===== config.mk =====
export PLATFORM = sky130hd
export DESIGN_NAME = jk_cmd_seq_flat
export DESIGN_NICKNAME = d
export VERILOG_FILES = /design/src/rtl/jk_cmd_seq_if.sv /design/src/rtl/jk_cmd_seq.sv /design/src/flat_wrapper.sv
export SDC_FILE = /design/constraint.sdc
export NUM_CORES = 1
export LEC_CHECK = 0
export CAP_MARGIN = 20
export CORE_UTILIZATION = 40
export DETAILED_ROUTE_END_ITERATION = 7
export DONT_BUFFER_PORTS = 1
export GPL_TIMING_DRIVEN = 0
export PLACE_DENSITY_LB_ADDON = 0.05
export SYNTH_ARGS = -nofsm -noshare
export SYNTH_HDL_FRONTEND = slang
export SYNTH_SLANG_ARGS = --single-unit
export TNS_END_PERCENT = 10

===== constraint.sdc =====
create_clock -name clk -period 2.3 [get_ports clk]
set_input_delay 0.115 -clock clk [delete_from_list [all_inputs] [get_ports clk]]
set_output_delay 0.115 -clock clk [all_outputs]
set_load 0.05 [all_outputs]

===== src/rtl/jk_cmd_seq_if.sv =====
// Command, drive and status bundle for jk_cmd_seq.
// master = command source / plant side, slave = the sequencer.
interface jk_cmd_seq_if #(
    parameter int DEPTH = 4,
    parameter int LENW  = 4
);
    logic                     cmd_valid;
    logic [1:0]               cmd_op;
    logic [LENW-1:0]          cmd_len;
    logic                     cmd_ready;
    logic                     abort;
    logic                     q_fb;
    logic                     j;
    logic                     k;
    logic                     busy;
    logic                     done;
    logic                     q_cap;
    logic [$clog2(DEPTH):0]   level;
    logic                     mismatch;

    modport master (
        output cmd_valid, cmd_op, cmd_len, abort, q_fb,
        input  cmd_ready, j, k, busy, done, q_cap, level, mismatch
    );

    modport slave (
        input  cmd_valid, cmd_op, cmd_len, abort, q_fb,
        output cmd_ready, j, k, busy, done, q_cap, level, mismatch
    );
endinterface


===== src/rtl/jk_cmd_seq.sv =====
// Queued command sequencer driving a downstream JK flip-flop for a timed number of cycles.
// Optional expected-value check on set/reset commands: define JK_CMD_SEQ_CHECK_EN.
module jk_cmd_seq #(
    parameter int DEPTH = 4,
    parameter int LENW  = 4
) (
    input  logic          clk,
    input  logic          rstlow,
    jk_cmd_seq_if.slave   bus
);
    localparam int PTRW = $clog2(DEPTH);
    localparam int LVLW = PTRW + 1;
    localparam int ENTW = LENW + 2;

    typedef enum logic [1:0] {
        IDLE   = 2'd0,
        DRIVE  = 2'd1,
        SETTLE = 2'd2,
        REPORT = 2'd3
    } state_e;

    state_e            state_q, state_d;
    logic [ENTW-1:0]   mem_q [DEPTH];
    logic [PTRW-1:0]   wr_ptr_q, wr_ptr_d;
    logic [PTRW-1:0]   rd_ptr_q, rd_ptr_d;
    logic [LVLW-1:0]   level_q, level_d;
    logic [1:0]        op_q, op_d;
    logic [LENW-1:0]   cnt_q, cnt_d;
    logic              j_q, j_d, k_q, k_d;
    logic              done_q, done_d;
    logic              q_cap_q, q_cap_d;
    logic              full, push, pop;

    assign full  = (level_q == LVLW'(DEPTH));
    assign push  = bus.cmd_valid && !full;

    // NOTE: every always_comb output gets a default first so no path leaves it unassigned (no latches).
    always_comb begin
        state_d  = state_q;
        op_d     = op_q;
        cnt_d    = cnt_q;
        rd_ptr_d = rd_ptr_q;
        q_cap_d  = q_cap_q;
        j_d      = 1'b0;
        k_d      = 1'b0;
        done_d   = 1'b0;
        pop      = 1'b0;

        // j/k are computed for the state being entered so the flops line up with it.
        unique case (state_q)
            IDLE: begin
                if (level_q != '0) begin
                    pop           = 1'b1;
                    {op_d, cnt_d} = mem_q[rd_ptr_q];
                    rd_ptr_d      = rd_ptr_q + PTRW'(1);
                    {j_d, k_d}    = op_d;
                    state_d       = DRIVE;
                end
            end
            DRIVE: begin
                if (bus.abort) begin
                    state_d = IDLE;
                end else if (cnt_q == '0) begin
                    state_d = SETTLE;
                end else begin
                    cnt_d      = cnt_q - LENW'(1);
                    {j_d, k_d} = op_q;
                end
            end
            SETTLE: begin
                state_d = REPORT;
                done_d  = 1'b1;
            end
            REPORT: begin
                state_d = IDLE;
                q_cap_d = bus.q_fb;
            end
            default: state_d = IDLE;
        endcase
    end

    always_comb begin
        wr_ptr_d = push ? wr_ptr_q + PTRW'(1) : wr_ptr_q;
        unique case ({push, pop})
            2'b10:   level_d = level_q + LVLW'(1);
            2'b01:   level_d = level_q - LVLW'(1);
            default: level_d = level_q;
        endcase
    end

    // NOTE: state flops use non-blocking assignment so every flop samples pre-edge values.
    always_ff @(posedge clk) begin
        if (!rstlow) begin
            state_q  <= IDLE;
            wr_ptr_q <= '0;
            rd_ptr_q <= '0;
            level_q  <= '0;
            op_q     <= 2'b00;
            cnt_q    <= '0;
            j_q      <= 1'b0;
            k_q      <= 1'b0;
            done_q   <= 1'b0;
            q_cap_q  <= 1'b0;
        end else begin
            state_q  <= state_d;
            wr_ptr_q <= wr_ptr_d;
            rd_ptr_q <= rd_ptr_d;
            level_q  <= level_d;
            op_q     <= op_d;
            cnt_q    <= cnt_d;
            j_q      <= j_d;
            k_q      <= k_d;
            done_q   <= done_d;
            q_cap_q  <= q_cap_d;
        end
    end

    // NOTE: storage is deliberately not reset; pointers and level alone decide which entries are valid.
    always_ff @(posedge clk) begin
        if (push) begin
            mem_q[wr_ptr_q] <= {bus.cmd_op, bus.cmd_len};
        end
    end

`ifdef JK_CMD_SEQ_CHECK_EN
    logic mismatch_q, mismatch_d;

    // Only set and reset have a defined expected q; hold and toggle clear the flag.
    always_comb begin
        mismatch_d = mismatch_q;
        if (state_q == REPORT) begin
            unique case (op_q)
                2'b10:   mismatch_d = !bus.q_fb;
                2'b01:   mismatch_d = bus.q_fb;
                default: mismatch_d = 1'b0;
            endcase
        end
    end

    always_ff @(posedge clk) begin
        if (!rstlow) mismatch_q <= 1'b0;
        else         mismatch_q <= mismatch_d;
    end

    assign bus.mismatch = mismatch_q;
`else
    assign bus.mismatch = 1'b0;
`endif

    assign bus.cmd_ready = !full;
    assign bus.level     = level_q;
    assign bus.j         = j_q;
    assign bus.k         = k_q;
    assign bus.busy      = (state_q != IDLE);
    assign bus.done      = done_q;
    assign bus.q_cap     = q_cap_q;
endmodule


===== src/flat_wrapper.sv =====
// flat-port wrapper written by rule: the top's interface ports become plain ports
module jk_cmd_seq_flat 
#(
    parameter int DEPTH = 4,
    parameter int LENW  = 4
)
  (clk, rstlow, bus_cmd_valid, bus_cmd_op, bus_cmd_len, bus_abort, bus_q_fb, bus_cmd_ready, bus_j, bus_k, bus_busy, bus_done, bus_q_cap, bus_level, bus_mismatch);
  jk_cmd_seq_if #(.DEPTH(DEPTH), .LENW(LENW)) bus_i ();
  input  logic clk;
  input  logic rstlow;
  input wire logic [$bits(bus_i.cmd_valid)-1:0] bus_cmd_valid;
  input wire logic [$bits(bus_i.cmd_op)-1:0] bus_cmd_op;
  input wire logic [$bits(bus_i.cmd_len)-1:0] bus_cmd_len;
  input wire logic [$bits(bus_i.abort)-1:0] bus_abort;
  input wire logic [$bits(bus_i.q_fb)-1:0] bus_q_fb;
  output wire logic [$bits(bus_i.cmd_ready)-1:0] bus_cmd_ready;
  output wire logic [$bits(bus_i.j)-1:0] bus_j;
  output wire logic [$bits(bus_i.k)-1:0] bus_k;
  output wire logic [$bits(bus_i.busy)-1:0] bus_busy;
  output wire logic [$bits(bus_i.done)-1:0] bus_done;
  output wire logic [$bits(bus_i.q_cap)-1:0] bus_q_cap;
  output wire logic [$bits(bus_i.level)-1:0] bus_level;
  output wire logic [$bits(bus_i.mismatch)-1:0] bus_mismatch;
  assign bus_i.cmd_valid = bus_cmd_valid;
  assign bus_i.cmd_op = bus_cmd_op;
  assign bus_i.cmd_len = bus_cmd_len;
  assign bus_i.abort = bus_abort;
  assign bus_i.q_fb = bus_q_fb;
  assign bus_cmd_ready = bus_i.cmd_ready;
  assign bus_j = bus_i.j;
  assign bus_k = bus_i.k;
  assign bus_busy = bus_i.busy;
  assign bus_done = bus_i.done;
  assign bus_q_cap = bus_i.q_cap;
  assign bus_level = bus_i.level;
  assign bus_mismatch = bus_i.mismatch;
  jk_cmd_seq #(.DEPTH(DEPTH), .LENW(LENW)) u_core (.clk(clk), .rstlow(rstlow), .bus(bus_i));
endmodule

==> results of run 1 <==
per-layer routing:
layer / up-vias / track usage, % / routed length (um)
met5: - / 0 / 0
met2: 32 / 24.6 / 1620
li1: 556 / - / -
met3: 6 / 6.89 / 190
met4: 0 / 5.66 / 40
met1: 546 / 16.3 / 1450
cells by family after synthesis:
kind of cell             share of synthesized area (%)
AO/OA/AOI/OAI                                     8.50
other                                            0.194
AND/OR/NAND/NOR                                   13.0
multiplexers                                      9.01
buffers and inverters                             2.92
adder cells (fa/ha/maj)                           4.93
flip-flops                                        59.1
XOR/XNOR                                          2.27
synthesized netlist by cell type, drive strengths merged (3+ instances only):
cell,number
nor2b,3
o21ai,3
a21boi,5
dfxtp,21
and3,4
edfxtp,24
nor2,10
inv,9
xnor2,4
mux4,6
nand2,13
and2,3
nand3,3
o21a,3
ha,6
a21oi,6
worst max-delay path, delay by kind of cell (launching register included):
kind / cells / cell delay (ns)
AO/OA/AOI/OAI: 1 / 0.15
AND/OR/NAND/NOR: 3 / 0.87
flip-flops: 1 / 0.42
buffers and inverters: 1 / 0.05
adder cells (fa/ha/maj): 2 / 0.51
XOR/XNOR: 1 / 0.14
worst paths after layout:
| path | startpoint | end | slack (ns) | depth (start not counted) |
|---|---|---|---|---|
| max | u_core.bus.level[2] | u_core.bus.level[2] | 0.08 | 8 |
| min | bus_abort | u_core.bus.j | 0.02 | 3 |
| max reg2reg | u_core.bus.level[2] | u_core.bus.level[2] | 0.08 | 8 |
| min reg2reg | u_core.op_q[1] | u_core.bus.j | 0.46 | 2 |
cell type report:
cell class | count | area, um2 | area share [%]
inverters | 9 | 33.8 | 1.53
well taps | 52 | 65.1 | 2.94
multi-input cells | 88 | 759 | 34.4
plain buffers | 3 | 22.5 | 1.02
clock buffers | 5 | 68.8 | 3.11
flip-flops and latches | 45 | 1150 | 52.1
clock inverters | 3 | 21.3 | 0.962
repair buffers | 9 | 87.6 | 3.96
power breakdown:
| group | switching [uW] | internal [uW] | total, uW |
|---|---|---|---|
| Sequential | 213 | 1010 | 1220 |
| Combinational | 433 | 381 | 814 |
| Clock | 269 | 214 | 483 |
cells in the final DEF, fill, tap and decap left out, types with 2 or more instances in the layout:
| cell | n |
|---|---|
| a21boi_0 | 4 |
| o21ai_0 | 3 |
| inv_1 | 7 |
| edfxtp_1 | 24 |
| nand3_1 | 3 |
| dlygate4sd3_1 | 8 |
| and2_1 | 2 |
| nor2_1 | 10 |
| mux4_1 | 5 |
| clkbuf_8 | 5 |
| nor2b_1 | 3 |
| dfxtp_1 | 18 |
| buf_4 | 2 |
| nand2_1 | 12 |
| xnor2_1 | 3 |
| ha_1 | 5 |
| dfxtp_4 | 3 |
| a21oi_1 | 6 |
| o21a_1 | 3 |
| inv_2 | 2 |
| and3_1 | 4 |
| mux2i_1 | 2 |
metrics by stage:
step | power (uW) | instances
after detailed placement | 1980 | 197
after global placement | 1950 | 197
final | 2520 | 214
after floorplan | 1820 | 145
after CTS | 2490 | 214
after global routing | 2680 | 214
what timing repair did:
| action | 4_1_cts | 5_1_grt |
|---|---|---|
| hold endpoints to repair | 28 | 0 |
| endpoints found under the setup margin | 1 | 1 |
| gates resized for setup | 4 | 4 |
| hold buffers | 8 | 0 |
| setup buffers | 1 | 0 |
| pin swaps | 1 | 2 |
sequential cells by signal, summed over array words and instances, names as in the netlist, 2 cells and up, named ones only:
register and flops:
u_core.mem_q 24, u_core.cnt_q 4, u_core.wr_ptr_q 2, u_core.op_q 2, u_core.rd_ptr_q 2, u_core.bus.level 3
==> flow_summary.json, run 1 <==
{
  "fin_util_pct": 49.1,
  "async_flop_share_pct": 0,
  "dieArea_mm2": 0.00511,
  "dp_slack_ns": -0.109,
  "die_h_um": 71.5,
  "hold_path.class": "in -> reg",
  "io_pins": 21,
  "antenna_found_initial": 0,
  "vias": 1140,
  "ant_nets": 0,
  "period_needed_ns": 2.22,
  "synthFlopType": "edfxtp_1",
  "via_per_inst": 5.33,
  "max_slew.worst_pin.slew_ns": 0.517,
  "grt_max_degree": 16,
  "cp_max_fo": 6,
  "ys_types": 42,
  "n_fill_cell": 416,
  "grt_pass1_vias": 1200,
  "maxCapViolations": 0,
  "wirelength_um": 3300,
  "track_usage_pct": 14.7,
  "max_stage_delay_ns": 0.42,
  "layout.nets": 179,
  "synth_top_area_share_pct": 37.4,
  "cts_buffer_depth": 2,
  "setup_viol": 0,
  "dieWidth_um": 71.5,
  "crit_chain": "or3b_4 -> and2_4 -> inv_2 -> ha_4 -> fa_2 -> xnor2_2 -> or3_1 -> a21boi_0",
  "yosys.area.top_type": "edfxtp_1",
  "leakage_uw": 0.000795,
  "critical_path_class": "reg -> reg",
  "ir_drop_uv": 491,
  "cp-end-kind": "flop",
  "area_delta_synth_final_pct": 14.6,
  "worstSkewPairLatency_ns": 0.30,
  "max_slew_margin_pct": 65.5,
  "synthTopCellsByArea": "edfxtp_1 37%, dfxtp_1 22%, mux4_1 6.8%",
  "ys_ff_latch": 45,
  "start_kind": "flop",
  "holdWs_ns": 0.0233,
  "placedInstanceArea_mm2": 0.00200,
  "fin_crit_sh_pct": 96.5,
  "yosysWarnings": 0,
  "status": "finished, final reports clean",
  "p_per_area_mw_per_mm2": 1140,
  "fin_setup_tns_ns": 0,
  "grt_overflow": 0,
  "crit_required_ns": 2.52,
  "skew_ns": 0.00350,
  "final_hold_viol_count": 0,
  "rsz0062_at_grt": "false",
  "cts_buffers": 5,
  "initial_utilization_pct": 42.8,
  "max_freq_ghz": 0.451,
  "cts_tree": "yes",
  "drtIter0Drc": 41,
  "routabilityCongestion": 0.758,
  "design_area_mm2": 0.00221,
  "clock_sinks": 45,
  "setup_ws_ns": 0.0810,
  "cts.clk_slew.worst_paths_ns": 0.08,
  "avgSynthCellArea_um2": 13.3,
  "portBuffers": 0,
  "coreArea_mm2": 0.00450,
  "place.detailed.hpwl_um": 2310,
  "synth_nets": 163,
  "drc": 0,
  "htree_num_levels": 2,
  "grt_pass1_wl_um": 5410,
  "n_antenna_cell": 0,
  "synth-edff-count": 24,
  "clockRootBuffer": "clkbuf_8",
  "cp.arrival_ns": 2.44,
  "syn_area_mm2": 0.00193,
  "drive_gt1_share_pct": 17.3,
  "slew_violations": 0,
  "firstDrtPassIters": 4,
  "ys_seq_area_share_pct": 59.1,
  "cpMaxStageDelayCell": "dfxtp_4",
  "wl_per_cell_um": 15.4,
  "row_count": 24,
  "synth_cells": 145
}
No activity file was read; power rests on OpenSTA's default activity.
==> inputs of run 2 (changes only) <==
Settings changed: CORE_ASPECT_RATIO set to 1.1, CORE_UTILIZATION 40 to 35.
==> run 2 against run 1 <==
Compared with the run above: maximum frequency increased by 1.7%; clock skew barely moved; global-route usage down 1.6 points; sequential cell count did not move; combinational power fell by 3.1%; die area is 14% higher; clock-buffer cell count is the same; clock power increased by 23%; register-to-register slack improved by 0.04 ns; critical path type unchanged.
==> flow_summary.json, run 2 (same netlist as run 1, synthesis figures left out) <==
{
  "regMostFlops": "u_core.mem_q",
  "row_count": 27,
  "area_delta_synth_final_pct": 16.5,
  "cp.arrival_ns": 2.41,
  "vias": 1111,
  "max_slew.worst_pin.slew_ns": 0.513,
  "io_pins": 21,
  "max_stage_delay_ns": 0.43,
  "max_freq_ghz": 0.458,
  "p_per_area_mw_per_mm2": 1160,
  "ir_drop_uv": 513,
  "grt_overflow": 0,
  "crit_chain": "or3_4 -> nand2_2 -> inv_2 -> ha_4 -> fa_2 -> xnor2_1 -> or3_1 -> a21boi_1",
  "start_kind": "flop",
  "antenna_found_initial": 0,
  "period_needed_ns": 2.18,
  "cp-end-kind": "flop",
  "final_cell_mix": "24 x edfxtp_1, 18 x dfxtp_1, 12 x nand2_1",
  "initial_utilization_pct": 37.3,
  "p_int_uw": 1700,
  "firstDrtPassIters": 4,
  "fin_crit_sh_pct": 94.9,
  "largest_register_ffs": 24,
  "routabilityCongestion": 0.724,
  "htree_num_levels": 2,
  "coreArea_mm2": 0.00517,
  "holdWs_ns": 0.0403,
  "maxCapViolations": 0,
  "n_antenna_cell": 0,
  "grt_pass1_vias": 1121,
  "status": "finished, final reports clean",
  "max_slew_margin_pct": 65.8,
  "mostFrequentLayoutCell": "edfxtp_1",
  "cts_buffer_depth": 2,
  "drive_gt1_share_pct": 16.7,
  "rsz0062_at_grt": "false",
  "track_usage_pct": 13.1,
  "wirelength_um": 3340,
  "critical_path_class": "reg -> reg",
  "clock_sinks": 45,
  "slew_violations": 0,
  "clockRootBuffer": "clkbuf_8",
  "power_frac_clock_pct": 22.9,
  "worstSkewPairLatency_ns": 0.29,
  "drc": 0,
  "portBuffers": 0,
  "ant_nets": 0,
  "dieWidth_um": 72.8,
  "dieArea_mm2": 0.00581,
  "path_buf_inv": 1,
  "setup_viol": 0,
  "crit_required_ns": 2.53,
  "layout.nets": 179,
  "place.detailed.hpwl_um": 2360,
  "grt_max_degree": 16,
  "via_per_inst": 4.75,
  "die_h_um": 79.9,
  "switching_share_pct": 34.6,
  "cpMaxStageDelayCell": "or3_4",
  "hold_path.class": "in -> reg",
  "grt_pass1_wl_um": 5470,
  "cts.clk_slew.worst_paths_ns": 0.08,
  "cp_max_fo": 6,
  "fin_setup_tns_ns": 0,
  "p_seq_share_pct": 46.8,
  "pwr-share-comb_pct": 30.3,
  "final_hold_viol_count": 0,
  "power_switching_uw": 901,
  "cts_buffers": 5,
  "path_delay_family": "simple AND/OR/NAND/NOR gates",
  "wl_per_cell_um": 14.3,
  "skew_ns": 0.00391,
  "leakage_uw": 0.000804,
  "cts_tree": "yes",
  "drtIter0Drc": 73
}
[run 2: worst min-delay path, cell delays in order]
cell and delay, ns:
nor3_2 0.05, nand2_1 0.07, a21oi_1 0.06
[run 2: final cells by class]
type	count	area, um2
fillers	474	2920
flip-flops and latches	45	1150
multi-input cells	88	747
well taps	72	90.1
repair buffers	9	87.6
clock buffers	5	68.8
clock inverters	3	46.3
inverters	9	33.8
plain buffers	3	22.5
[run 2: worst paths after layout]
kind                            start                  end  slack [ns]  depth (start not counted)
setup / recovery  u_core.bus.level[1]  u_core.bus.level[2]        0.12                          8
hold / removal              bus_abort         u_core.bus.k        0.04                          3
setup reg to reg  u_core.bus.level[1]  u_core.bus.level[2]        0.12                          8
hold reg to reg        u_core.op_q[0]       u_core.op_q[0]        0.47                          2
[run 2: power groups by stage]
stage | registers (uW) | logic (uW) | clock network [uW]
floorplan | 1200 | 620 | 0
global placement | 1230 | 730 | 0
detailed placement | 1240 | 751 | 0
CTS | 1220 | 777 | 615
global route | 1240 | 881 | 639
finish | 1220 | 789 | 596
[run 2: metal layers]
| layer | share of wire [%] | track usage, % | vias up |
|---|---|---|---|
| li1 | - | - | 554 |
| met1 | 44 | 15.6 | 533 |
| met4 | 1.6 | 5.49 | 0 |
| met5 | 0 | 0 | - |
| met2 | 50 | 21.4 | 19 |
| met3 | 4.0 | 4.29 | 5 |
[run 2: timing repair]
item                                    in CTS  in global routing
resized for setup                            4                  3
setup buffers                                1                  0
pin swaps                                    1                  1
hold endpoints to repair                    28                  0
endpoints found under the setup margin       1                  1
hold buffers                                 8                  0
[run 2: through the flow]
stage               instances  cell area (um2)  power (uW)  setup slack, ns  util (%)
floorplan                 145             1930        1820          0.00954         -
global placement          217             2020        1960          -0.0702      39.1
detailed placement        217             2020        1990           -0.123      39.1
CTS                       234             2240        2610          0.00996      43.3
global route              234             2250        2760          0.00634      43.5
finish                    234             2250        2600            0.117      43.5
